**src/rtl/mac_requant_drain_if.sv**
```systemverilog
// Stream bundle for mac_requant_drain: partial sums in, quantized activations out.
// The design side uses the slave modport and the producer/consumer side uses master.
interface mac_requant_drain_if;
  logic        in_valid;
  logic        in_ready;
  logic [31:0] in_data;
  logic        out_valid;
  logic        out_ready;
  logic [7:0]  out_data;
  logic        out_sat;

  modport master (
    output in_valid, in_data, out_ready,
    input  in_ready, out_valid, out_data, out_sat
  );

  modport slave (
    input  in_valid, in_data, out_ready,
    output in_ready, out_valid, out_data, out_sat
  );
endinterface

```
**src/rtl/mac_requant_drain.sv**
```systemverilog
// Accumulates MAC-array partial sums per output element, then requantizes each
// group to int8, int4 or binary and hands the result to the activation buffer.
//
// state   | meaning
// S_ACCUM | accepting partials, adding them onto the bias
// S_MUL   | multiplying the accumulator by the requant scale
// S_RND   | round, shift, zero-point add and clip; register the result
// S_OUT   | holding the result until the downstream takes it
module mac_requant_drain #(
  parameter int ACC_W   = 40,
  parameter int LEN_W   = 16,
  parameter int SCALE_W = 16
) (
  input  logic               clk,
  input  logic               rst,
  input  logic [1:0]         prec,
  input  logic [LEN_W-1:0]   cfg_len,
  input  logic [31:0]        cfg_bias,
  input  logic [SCALE_W-1:0] cfg_scale,
  input  logic [5:0]         cfg_shift,
  input  logic [7:0]         cfg_zp,
  mac_requant_drain_if.slave bus,
  output logic               busy
);

  localparam int PROD_W = ACC_W + SCALE_W + 1;
  // Wide enough to hold prod plus a rounding constant of 2^62.
  localparam int RND_W  = PROD_W + 16;

  typedef enum logic [1:0] {S_ACCUM, S_MUL, S_RND, S_OUT} state_t;

  state_t                     state_q, state_d;
  logic [LEN_W-1:0]           cnt_q, cnt_d;
  logic [LEN_W-1:0]           len_q, len_d;
  logic signed [ACC_W-1:0]    acc_q, acc_d;
  logic signed [PROD_W-1:0]   prod_q, prod_d;
  logic [1:0]                 prec_q, prec_d;
  logic [SCALE_W-1:0]         scale_q, scale_d;
  logic [5:0]                 shift_q, shift_d;
  logic [7:0]                 zp_q, zp_d;
  logic [7:0]                 out_data_q, out_data_d;
  logic                       out_sat_q, out_sat_d;
  logic                       out_valid_q, out_valid_d;

  logic [LEN_W-1:0]           len_now;
  logic signed [ACC_W-1:0]    data_x, bias_x;
  logic signed [PROD_W-1:0]   acc_x, scl_x;
  logic signed [RND_W-1:0]    prod_x, half_c, r_c, y_c, hi_c, lo_c;
  logic [7:0]                 hi8, lo8;

  assign data_x = {{(ACC_W-32){bus.in_data[31]}}, bus.in_data};
  assign bias_x = {{(ACC_W-32){cfg_bias[31]}}, cfg_bias};
  assign acc_x  = {{(SCALE_W+1){acc_q[ACC_W-1]}}, acc_q};
  assign scl_x  = {{(ACC_W+1){1'b0}}, scale_q};
  assign prod_x = {{(RND_W-PROD_W){prod_q[PROD_W-1]}}, prod_q};

  always_comb begin
    half_c = '0;
    if (shift_q != 6'd0) half_c = {{(RND_W-1){1'b0}}, 1'b1} << (shift_q - 6'd1);
    r_c = (prod_x + half_c) >>> shift_q;
    y_c = r_c + {{(RND_W-8){zp_q[7]}}, zp_q};
    if (prec_q == 2'b01) begin
      hi_c = RND_W'(7);
      lo_c = -RND_W'(8);
      hi8  = 8'h07;
      lo8  = 8'hF8;
    end else begin
      hi_c = RND_W'(127);
      lo_c = -RND_W'(128);
      hi8  = 8'h7F;
      lo8  = 8'h80;
    end
  end

  always_comb begin
    state_d     = state_q;
    cnt_d       = cnt_q;
    len_d       = len_q;
    acc_d       = acc_q;
    prod_d      = prod_q;
    prec_d      = prec_q;
    scale_d     = scale_q;
    shift_d     = shift_q;
    zp_d        = zp_q;
    out_data_d  = out_data_q;
    out_sat_d   = out_sat_q;
    out_valid_d = out_valid_q;
    len_now     = len_q;
    case (state_q)
      S_ACCUM: begin
        if (bus.in_valid) begin
          if (cnt_q == '0) begin
            len_now = (cfg_len == '0) ? LEN_W'(1) : cfg_len;
            len_d   = len_now;
            prec_d  = prec;
            scale_d = cfg_scale;
            shift_d = cfg_shift;
            zp_d    = cfg_zp;
            acc_d   = bias_x + data_x;
          end else begin
            acc_d   = acc_q + data_x;
          end
          if (cnt_q + LEN_W'(1) == len_now) begin
            cnt_d   = '0;
            state_d = S_MUL;
          end else begin
            cnt_d   = cnt_q + LEN_W'(1);
          end
        end
      end
      S_MUL: begin
        prod_d  = acc_x * scl_x;
        state_d = S_RND;
      end
      S_RND: begin
        if (prec_q == 2'b10) begin
          out_data_d = {7'b0, ~r_c[RND_W-1]};
          out_sat_d  = 1'b0;
        end else if (y_c > hi_c) begin
          out_data_d = hi8;
          out_sat_d  = 1'b1;
        end else if (y_c < lo_c) begin
          out_data_d = lo8;
          out_sat_d  = 1'b1;
        end else begin
          out_data_d = y_c[7:0];
          out_sat_d  = 1'b0;
        end
        out_valid_d = 1'b1;
        state_d     = S_OUT;
      end
      S_OUT: begin
        if (bus.out_ready) begin
          out_valid_d = 1'b0;
          state_d     = S_ACCUM;
        end
      end
      default: state_d = S_ACCUM;
    endcase
  end

  always_ff @(posedge clk) begin
    if (rst) begin
      state_q     <= S_ACCUM;
      cnt_q       <= '0;
      len_q       <= '0;
      acc_q       <= '0;
      prod_q      <= '0;
      prec_q      <= '0;
      scale_q     <= '0;
      shift_q     <= '0;
      zp_q        <= '0;
      out_data_q  <= '0;
      out_sat_q   <= 1'b0;
      out_valid_q <= 1'b0;
    end else begin
      state_q     <= state_d;
      cnt_q       <= cnt_d;
      len_q       <= len_d;
      acc_q       <= acc_d;
      prod_q      <= prod_d;
      prec_q      <= prec_d;
      scale_q     <= scale_d;
      shift_q     <= shift_d;
      zp_q        <= zp_d;
      out_data_q  <= out_data_d;
      out_sat_q   <= out_sat_d;
      out_valid_q <= out_valid_d;
    end
  end

  assign bus.in_ready  = (state_q == S_ACCUM);
  assign bus.out_valid = out_valid_q;
  assign bus.out_data  = out_data_q;
  assign bus.out_sat   = out_sat_q;
  assign busy          = (state_q != S_ACCUM) || (cnt_q != '0);

endmodule

```
**src/flat_wrapper.sv**
```systemverilog
// flat-port wrapper written by rule: the top's interface ports become plain ports
module mac_requant_drain_flat 
#(
  parameter int ACC_W   = 40,
  parameter int LEN_W   = 16,
  parameter int SCALE_W = 16
)
  (clk, rst, prec, cfg_len, cfg_bias, cfg_scale, cfg_shift, cfg_zp, busy, bus_in_valid, bus_in_data, bus_out_ready, bus_in_ready, bus_out_valid, bus_out_data, bus_out_sat);
  mac_requant_drain_if bus_i ();
  input  logic clk;
  input  logic rst;
  input  logic [1:0] prec;
  input  logic [LEN_W-1:0] cfg_len;
  input  logic [31:0] cfg_bias;
  input  logic [SCALE_W-1:0] cfg_scale;
  input  logic [5:0] cfg_shift;
  input  logic [7:0] cfg_zp;
  output logic busy;
  input wire logic [$bits(bus_i.in_valid)-1:0] bus_in_valid;
  input wire logic [$bits(bus_i.in_data)-1:0] bus_in_data;
  input wire logic [$bits(bus_i.out_ready)-1:0] bus_out_ready;
  output wire logic [$bits(bus_i.in_ready)-1:0] bus_in_ready;
  output wire logic [$bits(bus_i.out_valid)-1:0] bus_out_valid;
  output wire logic [$bits(bus_i.out_data)-1:0] bus_out_data;
  output wire logic [$bits(bus_i.out_sat)-1:0] bus_out_sat;
  assign bus_i.in_valid = bus_in_valid;
  assign bus_i.in_data = bus_in_data;
  assign bus_i.out_ready = bus_out_ready;
  assign bus_in_ready = bus_i.in_ready;
  assign bus_out_valid = bus_i.out_valid;
  assign bus_out_data = bus_i.out_data;
  assign bus_out_sat = bus_i.out_sat;
  mac_requant_drain #(.ACC_W(ACC_W), .LEN_W(LEN_W), .SCALE_W(SCALE_W)) u_core (.clk(clk), .rst(rst), .prec(prec), .cfg_len(cfg_len), .cfg_bias(cfg_bias), .cfg_scale(cfg_scale), .cfg_shift(cfg_shift), .cfg_zp(cfg_zp), .bus(bus_i), .busy(busy));
endmodule
```
**config.mk**
```make
export PLATFORM = sky130hd
export DESIGN_NAME = mac_requant_drain_flat
export DESIGN_NICKNAME = d
export VERILOG_FILES = /design/src/rtl/mac_requant_drain_if.sv /design/src/rtl/mac_requant_drain.sv /design/src/flat_wrapper.sv
export SDC_FILE = /design/constraint.sdc
export NUM_CORES = 2
export LEC_CHECK = 0
export ABC_CLOCK_PERIOD_IN_PS = 11100
export CORE_MARGIN = 1.5
export CORE_UTILIZATION = 40
export CTS_BUF_LIST = sky130_fd_sc_hd__clkbuf_4 sky130_fd_sc_hd__clkbuf_8
export CTS_CLUSTER_DIAMETER = 150
export DETAILED_ROUTE_END_ITERATION = 8
export GPL_TIMING_DRIVEN = 0
export HOLD_SLACK_MARGIN = 0.06
export PLACE_DENSITY = 0.69
export RECOVER_POWER = 25
export SLEW_MARGIN = 10
export SYNTH_ARGS = -nofsm -noshare
export SYNTH_HDL_FRONTEND = slang
export SYNTH_SLANG_ARGS = --single-unit
export TNS_END_PERCENT = 30
```
**constraint.sdc**
```tcl
create_clock -name clk -period 11.1 [get_ports clk]
set_clock_uncertainty 0.2 [all_clocks]
set_input_delay 1.665 -clock clk [delete_from_list [all_inputs] [get_ports clk]]
set_output_delay 1.665 -clock clk [all_outputs]
set_load 0.02 [all_outputs]
```
Word level (Yosys, flattened, before mapping)
Cells that the tools add are included.
W data, S select, Z words.
{ "word_totals": {"reg_bits": 173, "input_bits": 116, "wordCells": 68} }
{ "classes": {"magnitude_cmp": 2, "bitwise": 1, "shifts": 2, "multipliers": 1, "n_eq_ne": 9, "muxes": 23, "n_addsub": 6, "reduce_logical": 12} }
{ "ops": {"columns": ["op", "count"], "rows": [
  ["$mux W16", 5],
  ["$add A57 B73 Y73", 1],
  ["$add A73 B73 Y73", 1],
  ["$gt A73 B8 Y1", 1],
  ["$lt A73 B8 Y1", 1],
  ["$mux W73", 1],
  ["$shl A1 B6 Y73 const A", 1],
  ["$sshr A73 B6 Y73", 1],
  ["$mul A40 B17 Y57", 1],
  ["$add A40 B32 Y40", 1],
  ["$mux W40", 1],
  ["$add A32 B32 Y33", 1],
  ["$logic_not A16 Y1", 2],
  ["$mux W7", 4],
  ["$mux W8", 3],
  ["$add A16 B1 Y16 const B", 1],
  ["$eq A16 B16 Y1", 1],
  ["$reduce_bool A16 Y1", 1],
  ["$pmux W2 S4", 1],
  ["$eq A2 B2 Y1 const B", 3],
  ["$mux W2", 3],
  ["$reduce_and A3 Y1", 2],
  ["$reduce_bool A6 Y1", 1],
  ["$sub A6 B1 Y6 const B", 1],
  ["other kinds (10)", 17]
]} }

Longest topological paths before layout
{ "logic_depth": {"depth_word": 10, "mapped_depth": 48, "ltp_nobuf": 45} }

Worst setup path after synthesis
OpenSTA, ideal clock, no wires.
{ "synth_path": {"path_type": "register to register", "startpoint": "reg u_core.shift_q[2]", "endpoint": "reg u_core.out_data_q[5] (netlist: u_core.bus.out_data[5])", "setup_slack_ns": 0.176, "synth_period_minus_slack_ns": 10.924, "arrival_time_ns": 10.628, "path_buffers": 5, "path_stages_with_launch": 45, "path_cell_list": "dfxtp_1 clkbuf_1 inv_1 buf_1 buf_1 clkbuf_1 nand2_1 nor3_1 ha_1 a21oi_1 o21ai_0 a221oi_1 a211oi_1 o21ai_1 a21oi_1 nor4_2 nor4_4 or4_1 [9 not listed] o31ai_1 and2_1 xnor2_1 ha_1 nor4_1 nand4_1 o21ai_0 nand4b_1 nor4_1 nor4b_2 or4b_1 nor4b_2 nand4_1 or4_1 nor4_2 a31oi_2 o31a_1 a221oi_1"} }
{ "synth_via": {"elab_chain_len": 10} }
{ "synth_lines": {"columns": ["item", "line", "text"], "rows": [
  ["from (decl)", "mac_requant_drain.sv:39", "logic [5:0] shift_q, shift_d;"],
  ["from (signal assigned)", "mac_requant_drain.sv:164", "shift_q <= shift_d;"],
  ["$sub A6 B1 Y6", "mac_requant_drain.sv:59", "if (shift_q != 6'd0) half_c = {{(RND_W-1){1'b0}}, 1'b1} << (shift_q - 6'd1);"],
  ["$shl A1 B6 Y73", "mac_requant_drain.sv:59", null],
  ["$mux W73", "mac_requant_drain.sv:59", null],
  ["$add A57 B73 Y73", "mac_requant_drain.sv:60", "r_c = (prod_x + half_c) >>> shift_q;"],
  ["$sshr A73 B6 Y73 (*)", "mac_requant_drain.sv:60", null],
  ["$add A73 B73 Y73 (*)", "mac_requant_drain.sv:61", "y_c = r_c + {{(RND_W-8){zp_q[7]}}, zp_q};"],
  ["$lt A73 B8 Y1", "mac_requant_drain.sv:122", "end else if (y_c < lo_c) begin"],
  ["$mux W8", "mac_requant_drain.sv:122", null],
  ["$mux W8 (*)", "mac_requant_drain.sv:119", "end else if (y_c > hi_c) begin"],
  ["$mux W8 (*)", "mac_requant_drain.sv:116", "if (prec_q == 2'b10) begin"],
  ["to (signal assigned)", "mac_requant_drain.sv:166", "out_data_q <= out_data_d;"],
  ["to (decl)", "mac_requant_drain.sv:41", "logic [7:0] out_data_q, out_data_d;"]
]} }
Every way passes the cells marked *; elsewhere a longest branch is shown, timed or not.
A chain may end at the register's enable or synchronous reset.

Worst setup path in the final report
{ "layout_path": {"startpoint": "reg u_core.shift_q[2]", "endpoint": "reg u_core.out_data_q[6] (netlist: u_core.bus.out_data[6])"} }
The elaborated chain is that of the path after synthesis.

==> results.tsv <==
metric	value	unit
status	finished, violations left	
failing checks	setup timing	
via density per instance	5.830	
Die W	350.3	microns
largest net degree at the start of global routing	68	
DP Wirelength	151700	microns
number of enable flip-flop cells after synthesis	0	
worst-margin pin slew	1422	ps
Critical Path RT	11350	ps
area of the multi-input gates	42120	sq um
drt drc	0	
Initial Util	40.26	%
initial antenna violation count	2	
RSZ-0062 raised after global routing	yes	
Tmin final	11280	ps
Boundary Pins	128	
I/O Buffers	127	
HP Class	reg -> reg	
Die ar.	122700	sq um
Leak Pwr	24.07	nW
cell row count	127	
grt met3 use	4.528	%
die height	350.3	microns
Top Usage Layer GRT	met2	
synth unique cells	102	
final setup margin	-183.0	ps
first-pass GRT wire length	279500	microns
Root Driver	clkbuf_8	
core footprint	119800	sq um
Syn Area/Cell	7.759	sq um
Antenna Violating Nets Remaining	0	
critical path buffer and inverter count	7	
DR pass1 iterations	9	
Warnings, synthesis	0	
CTS sink cnt	173	
routing usage on met1	34.63	%
DR vias	47230	
Final Hold Viols	0	
Placed Cells	7958	
clock buffer depth	2	
Synthesized Nets	7294	
Sequential cell area	3480	sq um
startpoint types	flop	
hold_buf cts	0	
H-tree levels	4	
Pins Over Slew Limit	0	
Cell Count, Final, Fillers Out	8101	
Worst Path Max Fanout	10	
critical path's slowest cell	or4_4	
CTS tree	yes	
synthesized cell area	48240	sq um
met2 usage	49.81	%
Worst path max stage delay	550	ps
family with the most delay on the worst path	simple AND/OR/NAND/NOR gates	
final setup fails	8	
final net count	7552	
Mapped Cells	6217	
layout cells sized above 1	8.138	%
PwrDens	68.36	nW/um^2
wire length per cell	22.59	microns
maxcap violations	0	
Worst-Skew Late Latency	620	ps
ys flop type	dfxtp_1	
DR iter-0 viols	3723	
routability cong.	1.071	
total gr overflow	0	
P&R area growth vs syn	13.59	%
FMAX	0.08863	GHz
final worst-path cycle share	101.6	%
# fillers	11970	
final wirelength	183000	microns
Post-synth ARST share	0	%
kind of critical path	reg -> reg	
register bit total from synthesis	173	
total global-route track usage	29.61	%
worst vdd ir	0.1100	mV
post-synthesis sequential area ratio	7.180	%
CP endpoint kind	flop	
number of CTS-inserted buffers	17	
slew margin rel.	5.175	%
clock-pin slew on the worst setup and hold paths	130	ps
vias in the first global route	47820	
fin util	45.73	%
Arrival @ worst endpoint	11530	ps
-- timing repair --
item | 4_1_cts | 5_1_grt
pin swaps | 72 | 38
resized for setup | 351 | 106
setup buffers | 77 | 41
endpoints found under the setup margin | 9 | 9
gates cloned | 1 | 0
-- logic make-up after synthesis --
logic type	after synthesis	synth area share, %
mux	215	5.242
flops	173	7.180
buf+inv	1097	8.591
compound gates	1394	19.01
simple gates	2150	21.51
xor+xnor	225	4.114
fa+ha+maj	961	34.34
other cells	2	0.01557
-- cells in the mapped netlist (41+ instances only) --
cell type,number,area [sq um]
nand3_1,93,465.5
ha_1,356,4454
fa_1,605,12110
and3_1,77,481.7
a21oi_1,435,2177
a211oi_1,89,668.1
nor2_1,379,1423
clkbuf_1,316,1186
xnor2_1,148,1296
o21bai_1,44,330.3
a21o_1,169,1269
inv_1,743,2789
mux2i_1,157,1572
and2_1,301,1883
xor2_1,76,665.6
a31oi_1,41,256.5
o21ai_0,218,1091
nand2_1,811,3044
nor3_1,172,860.8
o21a_1,53,397.9
nand4_1,63,394.1
dfxtp_1,173,3463
-- flip-flops by register name (all words and copies together), names as in the netlist, 2 cells and up --
register,flops
u_core.zp_q,8
u_core.acc_q,40
u_core.bus.out_data,8
u_core.prod_q,57
u_core.scale_q,16
u_core.len_q,16
u_core.prec_q,2
u_core.shift_q,6
u_core.state_q,2
u_core.cnt_q,16
-- routing by layer --
metal / part of all wire [%] / vias up
met3: 7.2 / 585
met2: 46 / 2088
met1: 39 / 22950
met5: 0.014 / -
met4: 7.8 / 4
li1: - / 21600
-- tightest hold or removal path, stage by stage (launching register included) --
cell,delay (ps)
dfxtp_1,320
nand2_1,50
a21oi_1,50
-- power by group --
part | switching (mW) | internal [mW]
combinational | 1.61 | 0.954
sequential | 0.0671 | 0.651
clock | 0.297 | 0.166
total | 1.97 | 1.77
-- worst paths after layout --
check	start	endpoint	slack, ps	depth (start not counted)
max	u_core.shift_q[2]$_SDFFE_PP0P_	u_core.bus.out_data[6]$_SDFFE_PP0P_	-180	40
min	u_core.len_q[12]$_SDFFE_PP0P_	u_core.len_q[12]$_SDFFE_PP0P_	260	2
max reg2reg	u_core.shift_q[2]$_SDFFE_PP0P_	u_core.bus.out_data[6]$_SDFFE_PP0P_	-180	40
min reg2reg	u_core.len_q[12]$_SDFFE_PP0P_	u_core.len_q[12]$_SDFFE_PP0P_	260	2
-- through the flow --
| stage | area (sq um) | hold slack [ps] | setup TNS (ps) | worst slack [ps] | total power [mW] |
|---|---|---|---|---|---|
| after CTS | 54050 | 262.6 | 0 | 1.163 | 3.676 |
| after global placement | 51530 | 241.2 | -44550 | -5105 | 3.073 |
| after detailed placement | 51560 | 246.8 | -43890 | -5013 | 3.112 |
| after global routing | 54800 | 280.8 | -3114 | -426.8 | 4.011 |
| final | 54800 | 260.7 | -1014 | -183.0 | 3.746 |
| after floorplan | 48240 | 231.5 | 0 | 176.3 | 2.369 |
-- layout by cell type, fill, tap and decap left out, types with 116 or more instances in the layout --
| master | instances |
|---|---|
| nand2_1 | 798 |
| inv_1 | 738 |
| fa_1 | 603 |
| a21oi_1 | 411 |
| nor2_1 | 368 |
| ha_1 | 346 |
| and2_1 | 299 |
| clkbuf_1 | 269 |
| o21ai_0 | 200 |
| a21o_1 | 169 |
| dfxtp_1 | 166 |
| nor3_1 | 157 |
| mux2i_1 | 148 |
| xnor2_1 | 141 |
| buf_4 | 120 |
| clkdlybuf4s50_1 | 116 |
-- final cells by class --
| cell class | count | area share (%) |
|---|---|---|
| Clock inverter | 14 | 0.2398 |
| Antenna cell | 1 | 0.004567 |
| Timing Repair Buffer | 247 | 4.049 |
| Multi-Input combinational cell | 4948 | 76.87 |
| Sequential cell | 173 | 6.350 |
| Tap cell | 1612 | 3.681 |
| Clock buffer | 18 | 0.4407 |
| Inverter | 745 | 5.135 |
| Buffer | 343 | 3.231 |
Power figures use the tool's default switching activity.
